<file path="src/rtl/pipe_stage_reg.sv">
// Parametrised pipeline stage register for the MIPS datapath.
// Carries a payload, a valid bit and a Tnew hazard field that is
// saturating-decremented on capture. Three stall behaviours are
// selected by MODE: 0 = bubble-on-stall, 1 = hold-on-stall,
// 2 = elastic valid/ready with a one-entry skid buffer.
// A saturating counter reports how many edges left the stage empty.
module pipe_stage_reg #(
  parameter int DW   = 32,
  parameter int TW   = 2,
  parameter int CW   = 8,
  parameter int MODE = 0
) (
  input  logic          clk,
  input  logic          rst,
  input  logic          in_valid,
  output logic          in_ready,
  input  logic [DW-1:0] in_data,
  input  logic [TW-1:0] in_tnew,
  input  logic          stall,
  input  logic          flush,
  output logic          out_valid,
  input  logic          out_ready,
  output logic [DW-1:0] out_data,
  output logic [TW-1:0] out_tnew,
  output logic [CW-1:0] bubble_cnt
);

  localparam bit IS_HOLD    = (MODE == 1);
  localparam bit IS_ELASTIC = (MODE == 2);

  // Tnew counts down one per stage but never wraps below zero.
  function automatic logic [TW-1:0] sat_dec(input logic [TW-1:0] t);
    return (t == '0) ? '0 : t - TW'(1);
  endfunction

  // Architectural state
  logic          r_out_valid;
  logic [DW-1:0] r_out_data;
  logic [TW-1:0] r_out_tnew;
  logic          r_skid_full;
  logic [DW-1:0] r_skid_data;
  logic [TW-1:0] r_skid_tnew;
  logic          r_in_ready;
  logic [CW-1:0] r_bubble_cnt;

  // Next-state values
  logic          w_nxt_out_valid;
  logic [DW-1:0] w_nxt_out_data;
  logic [TW-1:0] w_nxt_out_tnew;
  logic          w_nxt_skid_full;
  logic [DW-1:0] w_nxt_skid_data;
  logic [TW-1:0] w_nxt_skid_tnew;
  logic          w_nxt_in_ready;
  logic [CW-1:0] w_nxt_bubble_cnt;

  logic          w_accept;
  logic          w_consume;
  logic [TW-1:0] w_in_tnew_dec;

  assign w_accept      = in_valid & r_in_ready;
  assign w_consume     = r_out_valid & out_ready;
  assign w_in_tnew_dec = sat_dec(in_tnew);

  // Elastic mode uses the registered skid-empty flag so out_ready never
  // reaches in_ready combinationally; the other modes follow the stall.
  assign in_ready = IS_ELASTIC ? r_in_ready : ~stall;

  // Next-state selection for the output register, skid buffer and counter.
  always_comb begin
    // NOTE: every signal gets a default before any branch, so no path can
    // leave it unassigned and infer a latch.
    w_nxt_out_valid = r_out_valid;
    w_nxt_out_data  = r_out_data;
    w_nxt_out_tnew  = r_out_tnew;
    w_nxt_skid_full = r_skid_full;
    w_nxt_skid_data = r_skid_data;
    w_nxt_skid_tnew = r_skid_tnew;
    w_nxt_in_ready  = r_in_ready;

    if (IS_ELASTIC) begin
      if (flush) begin
        // Kill both slots; a same-cycle accept is discarded.
        w_nxt_out_valid = 1'b0;
        w_nxt_out_data  = '0;
        w_nxt_out_tnew  = '0;
        w_nxt_skid_full = 1'b0;
      end else if (!r_out_valid || w_consume) begin
        // Output slot is free this edge: the skid entry is older, so it
        // goes first; otherwise take the accepted input directly.
        if (r_skid_full) begin
          w_nxt_out_valid = 1'b1;
          w_nxt_out_data  = r_skid_data;
          w_nxt_out_tnew  = r_skid_tnew;
          w_nxt_skid_full = 1'b0;
        end else if (w_accept) begin
          w_nxt_out_valid = 1'b1;
          w_nxt_out_data  = in_data;
          w_nxt_out_tnew  = w_in_tnew_dec;
        end else begin
          w_nxt_out_valid = 1'b0;
        end
      end else if (w_accept) begin
        // Output is stuck downstream: park the new entry in the skid.
        w_nxt_skid_full = 1'b1;
        w_nxt_skid_data = in_data;
        w_nxt_skid_tnew = w_in_tnew_dec;
      end
      w_nxt_in_ready = !w_nxt_skid_full;
    end else begin
      if (flush || (stall && !IS_HOLD)) begin
        // Insert a bubble: the whole payload is zeroed, not just valid.
        w_nxt_out_valid = 1'b0;
        w_nxt_out_data  = '0;
        w_nxt_out_tnew  = '0;
      end else if (!stall) begin
        w_nxt_out_valid = in_valid;
        w_nxt_out_data  = in_data;
        w_nxt_out_tnew  = w_in_tnew_dec;
      end
      // Remaining case is a HOLD stall: defaults keep everything.
    end

    // Count edges that leave the stage empty, sticking at all-ones.
    w_nxt_bubble_cnt = r_bubble_cnt;
    if (!w_nxt_out_valid && (r_bubble_cnt != '1)) begin
      w_nxt_bubble_cnt = r_bubble_cnt + CW'(1);
    end
  end

  // State register with synchronous, active-high reset.
  always_ff @(posedge clk) begin
    // NOTE: sequential state is written with non-blocking assignments so
    // every register samples the pre-edge values computed above.
    if (rst) begin
      // NOTE: the payload registers are reset too, because downstream
      // stages and the hazard unit observe out_data/out_tnew directly.
      r_out_valid  <= 1'b0;
      r_out_data   <= '0;
      r_out_tnew   <= '0;
      r_skid_full  <= 1'b0;
      r_skid_data  <= '0;
      r_skid_tnew  <= '0;
      r_in_ready   <= 1'b0;
      r_bubble_cnt <= '0;
    end else begin
      r_out_valid  <= w_nxt_out_valid;
      r_out_data   <= w_nxt_out_data;
      r_out_tnew   <= w_nxt_out_tnew;
      r_skid_full  <= w_nxt_skid_full;
      r_skid_data  <= w_nxt_skid_data;
      r_skid_tnew  <= w_nxt_skid_tnew;
      r_in_ready   <= w_nxt_in_ready;
      r_bubble_cnt <= w_nxt_bubble_cnt;
    end
  end

  assign out_valid  = r_out_valid;
  assign out_data   = r_out_data;
  assign out_tnew   = r_out_tnew;
  assign bubble_cnt = r_bubble_cnt;

endmodule

</file>
<file path="config.mk">
export PLATFORM = sky130hd
export DESIGN_NAME = pipe_stage_reg
export DESIGN_NICKNAME = d
export VERILOG_FILES = /design/src/rtl/pipe_stage_reg.sv
export SDC_FILE = /design/constraint.sdc
export NUM_CORES = 1
export LEC_CHECK = 0
export CELL_PAD_IN_SITES_DETAIL_PLACEMENT = 0
export CELL_PAD_IN_SITES_GLOBAL_PLACEMENT = 1
export CORE_ASPECT_RATIO = 0.75
export CORE_MARGIN = 2
export CORE_UTILIZATION = 29
export CTS_BUF_LIST = sky130_fd_sc_hd__clkbuf_2 sky130_fd_sc_hd__clkbuf_4 sky130_fd_sc_hd__clkbuf_8
export CTS_CLUSTER_DIAMETER = 100
export DETAILED_ROUTE_END_ITERATION = 10
export PLACE_DENSITY = 0.93
export SYNTH_ARGS = -nofsm -noshare
export SYNTH_HDL_FRONTEND = slang
export SYNTH_SLANG_ARGS = --single-unit
</file>
<file path="constraint.sdc">
create_clock -name clk -period 2.7 [get_ports clk]
set_input_delay 0.405 -clock clk [delete_from_list [all_inputs] [get_ports clk]]
set_output_delay 0.405 -clock clk [all_outputs]
set_load 0.02 [all_outputs]
</file>
**Word-level counts from Yosys, hierarchy flattened**

Cells that the tools add are included.

- Add/subtract/negate cells: 2
- Equality and inequality tests: 1
- Multiplexer cells: 3
- Bitwise logic cells: 1
- Reduce and logical (&&, ||, !) cells: 5

Operator list:

| kind | count |
|---|---|
| 8-bit by 1-bit adder with 8-bit output, second input constant | 1 |
| 8-bit inequality test, second input constant | 1 |
| 2-bit logical NOT | 1 |
| 1-bit two-way mux | 2 |
| 2-bit two-way mux | 1 |
| 2-bit OR reduction | 1 |
| 2-bit by 1-bit subtractor with 2-bit output, second input constant | 1 |
| 1-bit logical AND | 1 |
| 1-bit logical NOT | 1 |
| 1-bit logical OR | 1 |
| 1-bit NOT | 1 |

- Bits in registers: 43
- Input bits: 40
- Output and inout bits: 44
- Logic and storage cells: 16

**Logic depth before layout (Yosys ltp)**

Gate-level depths: netlist of run 1.

- Word-level depth: 4
- Gate-level depth with buffers: 5
- Depth with buffers taken out: 5

**Least setup slack after synthesis of run 1**

No wires, ideal clock.

- Path kind: reg2reg
- Start: register r_bubble_cnt[0], in the netlist bubble_cnt[0]
- End: register r_bubble_cnt[4], in the netlist bubble_cnt[4]
- Data arrival time: 1.239 ns
- Required time: 2.582 ns
- Path slack: 1.343 ns
- Stages on the path, launching flop included: 6
- Period minus slack after synthesis: 1.357 ns
- Cells stage by stage: dfxtp_1 -> ha_1 -> nand3_1 -> a211oi_1 -> xnor2_1 -> nor2_1

- Longest elaborated chain between the ends: 2
- Elaborated cells on any way between the ends: 3

RTL lines:

| element | line | text |
|---|---|---|
| start: declaration | 44 | `logic [CW-1:0] r_bubble_cnt;` |
| start signal: assignment | 153 | `r_bubble_cnt <= w_nxt_bubble_cnt;` |
| parallel branches: the longest is 2 deep, another holds 8-bit by 1-bit adder with 8-bit output | - |  |

Parallel ways; which one is timed is not known.
A chain may end at the register's enable or synchronous reset.

**Worst setup path in the final report of run 1**

- Start: input stall
- End: output in_ready

- Longest elaborated chain between the ends: 1

RTL lines:

| element | line | text |
|---|---|---|
| start: declaration | 19 | `input logic stall,` |
| 1-bit NOT | 66 | `assign in_ready = IS_ELASTIC ? r_in_ready : ~stall;` |
| end: declaration | 16 | `output logic in_ready,` |

No other way between the ends.

==> results of run 1 <==
-- per-stage QoR --
step                      instances  hold WS (ns)  util, %  setup WS [ns]  power [W]
after CTS                       267         0.557     52.0          0.708    0.00123
after global placement          259         0.529     50.1          0.721   0.000823
after detailed placement        259         0.534     50.1          0.710   0.000826
final                           267         0.557     52.0          0.718    0.00120
after global routing            267         0.580     52.0          0.664    0.00127
after floorplan                 123         0.477        -           1.34   0.000727
-- cell type report --
cell class / count / area, µm² / share of cell area (%)
clock buffers: 6 / 76.3 / 3.28
clock inverters: 2 / 12.5 / 0.538
inverters: 1 / 3.75 / 0.161
multi-input cells: 75 / 472 / 20.3
flip-flops and latches: 43 / 861 / 37.0
well taps: 57 / 71.3 / 3.07
repair buffers: 83 / 828 / 35.6
-- sequential cells by signal (all words and copies together) (netlist names) --
register,count
out_data,32
out_tnew,2
out_valid,1
bubble_cnt,8
-- synthesized netlist by cell type (all sizes together) --
master  number
and4         1
clkbuf       3
nor3b        1
inv          1
ha           1
buf          1
a21oi        3
nor3         6
dfxtp       43
or3          1
nand3        5
or3b         1
a31oi        1
xor2         1
nor2         9
and2        32
xnor2        1
nand2b       1
nand2        2
o21ai        2
a211oi       3
and3         1
nor2b        1
nand4        1
mux2i        1
-- worst max-delay path, stage by stage --
cell and delay [ns]:
clkdlybuf4s50_1 0.49, inv_1 0.08, clkdlybuf4s50_1 0.59
-- how the worst max path moves through the flow --
stage	start	end	slack [ns]
final	stall	in_ready	0.72
after global placement	stall	in_ready	0.72
after global routing	stall	in_ready	0.66
after CTS	stall	in_ready	0.71
after floorplan	bubble_cnt[0]	bubble_cnt[4]	1.34
after detailed placement	stall	in_ready	0.71
-- where the power goes --
group	switching, W	leakage, nW	internal [W]
registers	0.00000850	0.350	0.000652
clock network	0.000202	0.0446	0.000191
logic	0.0000555	0.488	0.0000928
-- routing by layer --
metal	vias up	GRT usage [%]
li1	573	-
met1	508	14.2
met2	62	18.6
met3	5	8.09
met4	0	5.33
met5	-	0
-- cells by family after synthesis --
| logic type | count (synthesis) | share of synthesized area [%] |
|---|---|---|
| adders and majority gates | 1 | 0.929 |
| xor gates and xnor gates | 2 | 1.30 |
| AOI/OAI and AO/OA | 9 | 4.27 |
| and+or+nand+nor | 62 | 27.3 |
| muxes | 1 | 0.744 |
| DFF | 43 | 63.9 |
| buffers and inverters | 5 | 1.49 |
==> reports/results.tsv, run 1 <==
metric	value	unit
skew	0.00333	ns
cts_resized	0	
crit_fanout	4	
cts.sinks	43	
dr_wl_met2	1290	µm
syn2layout_area_growth	72.7	%
worst_pin_slew	0.523	ns
die_area	5210	µm²
max_freq	505	MHz
holdPathEnd	bubble_cnt[6]	
postCtsSetupBuffers	0	
synth_cells	123	
totalWireLength	2910	µm
vias_per_cell	4.30	
drive_gt1_share	6.19	%
power_density	517	nW/µm²
drc	0	
finalCriticalPeriod	1.98	ns
synthesis.area	1350	µm²
cts-htree-levels	2	
fillers	413	
relSlewSlack	65.1	%
globalRouteTotalUtil	12.6	%
cts_inserted_buffers	5	
cts.clk_slew.worst_paths	0.07	ns
drtAntennaViolNets	0	
initial_utilization	30.1	%
cap_violations	0	
rsz0062_at_grt	false	
layout_commonest_cell	clkdlybuf4s50_1	
vdd_drop_max	0.346	mV
hold_path.class	reg -> reg	
row_count	21	
placed_area	2240	µm²
synth_sequential_area_ratio	63.9	%
diodes	0	
endpoint_kind	output pin	
tns	0	ns
place.gp.congestion	0.824	
fin_area	2320	µm²
yosysWarnings	0	
first_pass_iters	4	
cp-start-kind	input pin	
cts_hold_buf	0	
synth_top_area_share	63.9	%
cts.root.buffer_cell	clkbuf_8	
cts_tree	built	
antenna_found_initial	0	
via_count	1148	
status	finished, final reports clean	
final_nets	250	
reg2regPathDepth	5	
cts_buffer_depth	2	
ios	84	
fin_crit_sh	73.4	%
cp.arrival	1.58	ns
min_from	bubble_cnt[6]	
p_leak	0.882	nW
wl_per_cell	10.9	µm
r2r_end	bubble_cnt[6]	
clk_latency	0.28	ns
syn_nets	164	
yosysTopAreaCell	dfxtp_1	
grt_pass1_vias	1129	
drv_slew	0	
die_y	63.0	µm
regToRegSetupSlack	1.38	ns
hpwlAfterDp	2240	µm
ys_types	27	
setup_viol	0	
avgSynthCellArea	10.9	µm²
wl_met1	1160	µm
portBuffers	82	
overflow	0	
dr_wl_met3	431	µm
reg2reg_from	bubble_cnt[0]	
hold_violations	0	
crit_type	in -> out	
grt_max_degree	35	
holdPathStages	2	
synthTopCellsByArea	dfxtp_1, and2_1, nor2_1, nand3_1, nor3_1	
grt_pass1_wl	4930	µm
coreArea	4470	µm²
die_x	82.7	µm
final_cell_mix	clkdlybuf4s50_1, dfxtp_1, and2_1, nor2_1	
dr.max_layer_used	met4	
ys_ff_latch	43	
drtIter0Drc	32	
required	2.30	ns
Note: power is estimated with default switching activity, not from simulation.
==> inputs of run 2 (changes only) <==
CORE_UTILIZATION = 24   (was 29)
PLACE_DENSITY = 0.83   (was 0.93)
clock period = 1.8 ns   (was 2.7 ns; I/O delays follow)
==> run 2 against run 1 <==
Effect of this change:
- critical path depth fell by 2
- clock power rose by 130%
- sequential power rose by 50%
- routed wire length rose by 8.9%
- sequential share of layout area fell by 1.6 points
- hold slack got worse by 0.030 ns
- non-clock buffer count rose by 3
- global-route usage fell by 2.3 points
- sequential cell count did not move
- via count fell by 0.70%
- largest power group unchanged
- highest routed layer unchanged
==> reports/results.tsv, run 2 (synthesis results as in run 1) <==
metric	value	unit
relSlewSlack	82.3	%
p_leak	0.924	nW
drv_slew	0	
crit_type	reg -> out	
cts.root.buffer_cell	clkbuf_8	
drc	0	
final_nets	253	
diodes	0	
skew	0.000830	ns
antenna_found_initial	0	
totalWireLength	3170	µm
cts_inserted_buffers	5	
worst_pin_slew	0.263	ns
slowest_delay	0.66	ns
gr-usage-met2	16.1	%
grt_use_met1	11.9	%
row_count	23	
globalRouteTotalUtil	10.3	%
path_cells	clkdlybuf4s50_1	
cp.arrival	1.41	ns
grt_pass1_vias	1090	
cp_top_family	buffers and inverters	
crit_fanout	7	
power_density	867	nW/µm²
portBuffers	82	
drtIter0Drc	18	
p_total	0.00211	W
syn2layout_area_growth	80.5	%
regToRegSetupSlack	0.45	ns
clk_latency	0.28	ns
cts.sinks	43	
overflow	0	
status	finished, final reports clean	
grt_pass1_wl	4970	µm
final_cell_mix	clkdlybuf4s50_1, dfxtp_1, and2_1, nor2_1	
cts.clk_slew.worst_paths	0.08	ns
finalCriticalPeriod	1.68	ns
vdd_drop_max	0.324	mV
cts_buffer_depth	2	
place.gp.congestion	0.726	
slowest_stage	clkdlybuf4s50_1	
via_count	1140	
max_freq	595	MHz
cp-start-kind	flip-flop	
postCtsSetupBuffers	0	
wl_per_cell	11.0	µm
cap_violations	0	
cts_hold_buf	0	
cts_resized	0	
tns	0	ns
use_met3	5.87	%
first_pass_iters	4	
hold_path.class	in -> reg	
vias_per_cell	3.96	
fin_crit_sh	93.4	%
hold_violations	0	
drive_gt1_share	7.51	%
coreArea	5380	µm²
grt_most_used_layer	met2	
initial_utilization	25.0	%
die_x	90.5	µm
drtAntennaViolNets	0	
largest_register_ffs	32	
ios	84	
hpwlAfterDp	2330	µm
layout_commonest_cell	clkdlybuf4s50_1	
die_area	6230	µm²
setup_viol	0	
die_y	68.9	µm
required	1.53	ns
endpoint_kind	output pin	
cts_tree	built	
cts-htree-levels	2	
rsz0062_at_grt	false	
grt_max_degree	35	
path_buf_inv	1	
-- run 2: changes by cell type in the layout (fill, tap and decap cells not counted) --
cell	before	now
clkinv_2	1	0
buf_4	1	3
clkinvlp_4	1	0
buf_12	0	1
bufinv_16	0	2
-- run 2: per-stage QoR --
step | hold slack [ns] | instances | util (%) | area, µm² | setup WS (ns)
3_5_place_dp | 0.536 | 280 | 42.6 | 2290 | 0.101
3_3_place_gp | 0.542 | 280 | 42.6 | 2290 | 0.131
5_1_grt | 0.526 | 288 | 45.2 | 2430 | 0.0806
2_1_floorplan | 0.342 | 123 | - | 1350 | 0.443
4_1_cts | 0.516 | 288 | 45.2 | 2430 | 0.108
6_report | 0.527 | 288 | 45.2 | 2430 | 0.119
-- run 2: area by class of cell --
| class | count | area, µm² |
|---|---|---|
| Clock inverter | 2 | 60.1 |
| Timing Repair Buffer | 86 | 863 |
| Fill cell | 535 | 2950 |
| Multi-Input combinational cell | 75 | 472 |
| Clock buffer | 6 | 76.3 |
| Inverter | 1 | 3.75 |
| Tap cell | 75 | 93.8 |
| Sequential cell | 43 | 861 |
-- run 2: where the power goes --
group / switching, W / total, W / leakage (nW) / internal (W)
registers: 0.0000136 / 0.000992 / 0.350 / 0.000978
clock network: 0.000316 / 0.000885 / 0.0688 / 0.000570
logic: 0.0000855 / 0.000231 / 0.506 / 0.000145
total: 0.000415 / 0.00211 / 0.924 / 0.00169
-- run 2: path summary, 6_finish.rpt --
path                                    start            end  cells past startpoint
worst max-delay path            bubble_cnt[7]  bubble_cnt[7]                      1
worst min-delay path               in_tnew[1]    out_tnew[0]                      3
worst max register to register  bubble_cnt[0]  bubble_cnt[6]                      5
worst min register to register  bubble_cnt[6]  bubble_cnt[6]                      2
-- run 2: layer usage --
metal | part of all wire (%) | up-vias | wire, µm
li1 | - | 577 | -
met1 | 44 | 508 | 1390
met2 | 45 | 53 | 1420
met3 | 11 | 2 | 344
met4 | 0.60 | 0 | 19
met5 | 0 | - | 0
==> inputs of run 3 (changes only) <==
CORE_UTILIZATION = 29   (was 24)
PLACE_DENSITY = 0.93   (was 0.83)
clock period = 2.1 ns   (was 1.8 ns; I/O delays follow)
==> run 3 against run 2 <==
Effect of this change:
- non-clock buffer count shrank 2
- global-route usage grew 2.1 points
- count of clock-buffer cells in the layout grew 1
- design area shrank 3.4%
- die area shrank 16%
- setup slack gained 0.17 ns
- sequential cell count is the same
- utilization grew 7.4 points
- clock skew grew 0.00090 ns
- register-to-register slack gained 0.30 ns
- critical path type is now in -> out
==> reports/results.tsv, run 3 (synthesis results as in run 1) <==
metric	value	unit
reg2reg_from	bubble_cnt[0]	
hpwlAfterDp	2250	µm
crit_type	in -> out	
required	1.78	ns
worst_pin_slew	0.494	ns
reg2regPathDepth	5	
crit_fanout	4	
min_from	bubble_cnt[1]	
placed_area	2240	µm²
postCtsSetupBuffers	0	
cts.clk_slew.worst_paths	0.08	ns
cts.root.buffer_cell	clkbuf_8	
final_cell_mix	clkdlybuf4s50_1, dfxtp_1, and2_1, nor2_1, clkbuf_8	
slowest_delay	0.59	ns
cap_violations	0	
holdPathEnd	bubble_cnt[1]	
final_nets	251	
switchingPower	0.000351	W
power_density	685	nW/µm²
tns	0	ns
layout_commonest_cell	clkdlybuf4s50_1	
die_area	5210	µm²
antenna_found_initial	0	
grt_pass1_vias	1165	
totalWireLength	2980	µm
skew	0.00173	ns
cts_buffer_depth	2	
path_buf_inv	3	
path_cells	clkdlybuf4s50_1, inv_1, clkdlybuf4s50_1	
syn2layout_area_growth	74.3	%
dp_cells	260	
finalWorstSetupSlack	0.289	ns
dr.max_layer_used	met4	
clk_latency	0.29	ns
grt_max_degree	35	
wl_per_cell	11.1	µm
relSlewSlack	67.0	%
initial_utilization	30.1	%
drc	0	
regToRegSetupSlack	0.75	ns
cts_tree	built	
first_pass_iters	4	
cts_hold_buf	0	
slowest_stage	clkdlybuf4s50_1	
cts-htree-levels	2	
fin_area	2350	µm²
coreArea	4470	µm²
cp_top_family	buffers and inverters	
drtIter0Drc	43	
vias_per_cell	4.28	
power.internal	0.00126	W
ios	84	
cpMostUsedCell	clkdlybuf4s50_1	
hold_violations	0	
p_clk_share	35.3	%
row_count	21	
finalCriticalPeriod	1.81	ns
p_leak	0.893	nW
endpoint_kind	output pin	
diodes	0	
largest_register_ffs	32	
fin_crit_sh	86.2	%
cp-start-kind	input pin	
hold_path.class	reg -> reg	
r2r_end	bubble_cnt[6]	
drv_slew	0	
swShare	21.8	%
wl_met1	1230	µm
max_freq	552	MHz
grt_pass1_wl	4900	µm
via_count	1146	
setup_viol	0	
rsz0062_at_grt	false	
p_comb_share	11.9	%
vdd_drop_max	0.385	mV
fin_cells	268	
die_x	82.7	µm
drive_gt1_share	6.64	%
cp.arrival	1.50	ns
place.gp.congestion	0.851	
dr_wl_met3	412	µm
overflow	0	
die_y	63.0	µm
cts_resized	0	
dr_wl_met2	1280	µm
pre_cts_ws	0.281	ns
cts_inserted_buffers	5	
seqPwrFrac	52.8	%
holdPathStages	2	
cts.sinks	43	
final_core_util	52.5	%
portBuffers	82	
drtAntennaViolNets	0	
status	finished, final reports clean	
globalRouteTotalUtil	12.4	%
==> run 3: cell count changes in the layout (fill, tap and decap cells not counted) <==
| cell | before | now |
|---|---|---|
| clkbuf_8 | 5 | 7 |
| clkinvlp_4 | 0 | 1 |
| buf_12 | 1 | 0 |
| bufinv_16 | 2 | 0 |
| clkbuf_4 | 1 | 0 |
| buf_4 | 3 | 2 |
==> run 3: routing by layer <==
layer	global-route usage, %	vias up
met3	7.95	7
met5	0	-
met4	4.51	0
met2	18.5	57
met1	14.3	508
li1	-	574
==> run 3: worst reg2reg max path, stage by stage, from the launching register on <==
cell and delay, ns:
dfxtp_1 0.39, ha_1 0.24, nand2_1 0.11, nor3_1 0.25, nor2_1 0.07, a211oi_1 0.20
==> run 3: area by class of cell <==
class | instances | area (µm²)
inverters | 1 | 3.75
flip-flops and latches | 43 | 861
clock inverters | 1 | 7.51
clock buffers | 7 | 96.3
multi-input cells | 75 | 472
well taps | 57 | 71.3
fillers | 431 | 2120
repair buffers | 84 | 836
==> run 3: worst max path at each step <==
stage / startpoint / to / slack, ns / cells after the start
2_1_floorplan: bubble_cnt[0] / bubble_cnt[4] / 0.74 / 5
3_3_place_gp: stall / in_ready / 0.30 / 3
3_5_place_dp: stall / bubble_cnt[5] / 0.28 / 5
4_1_cts: stall / in_ready / 0.29 / 3
5_1_grt: stall / in_ready / 0.22 / 3
6_report: stall / in_ready / 0.29 / 3
==> run 3: metrics by stage <==
step	total power [W]	hold slack, ns
2_1_floorplan	0.000934	0.387
3_3_place_gp	0.00106	0.527
3_5_place_dp	0.00106	0.552
4_1_cts	0.00163	0.560
5_1_grt	0.00169	0.568
6_report	0.00161	0.561
==> run 3: power groups by stage <==
stage                     Sequential, W  Clock [W]  Combinational (W)
after floorplan                0.000898          0          0.0000359
after global placement         0.000868          0           0.000191
after detailed placement       0.000869          0           0.000194
after CTS                      0.000850   0.000589           0.000195
after global routing           0.000853   0.000629           0.000208
final                          0.000849   0.000567           0.000192
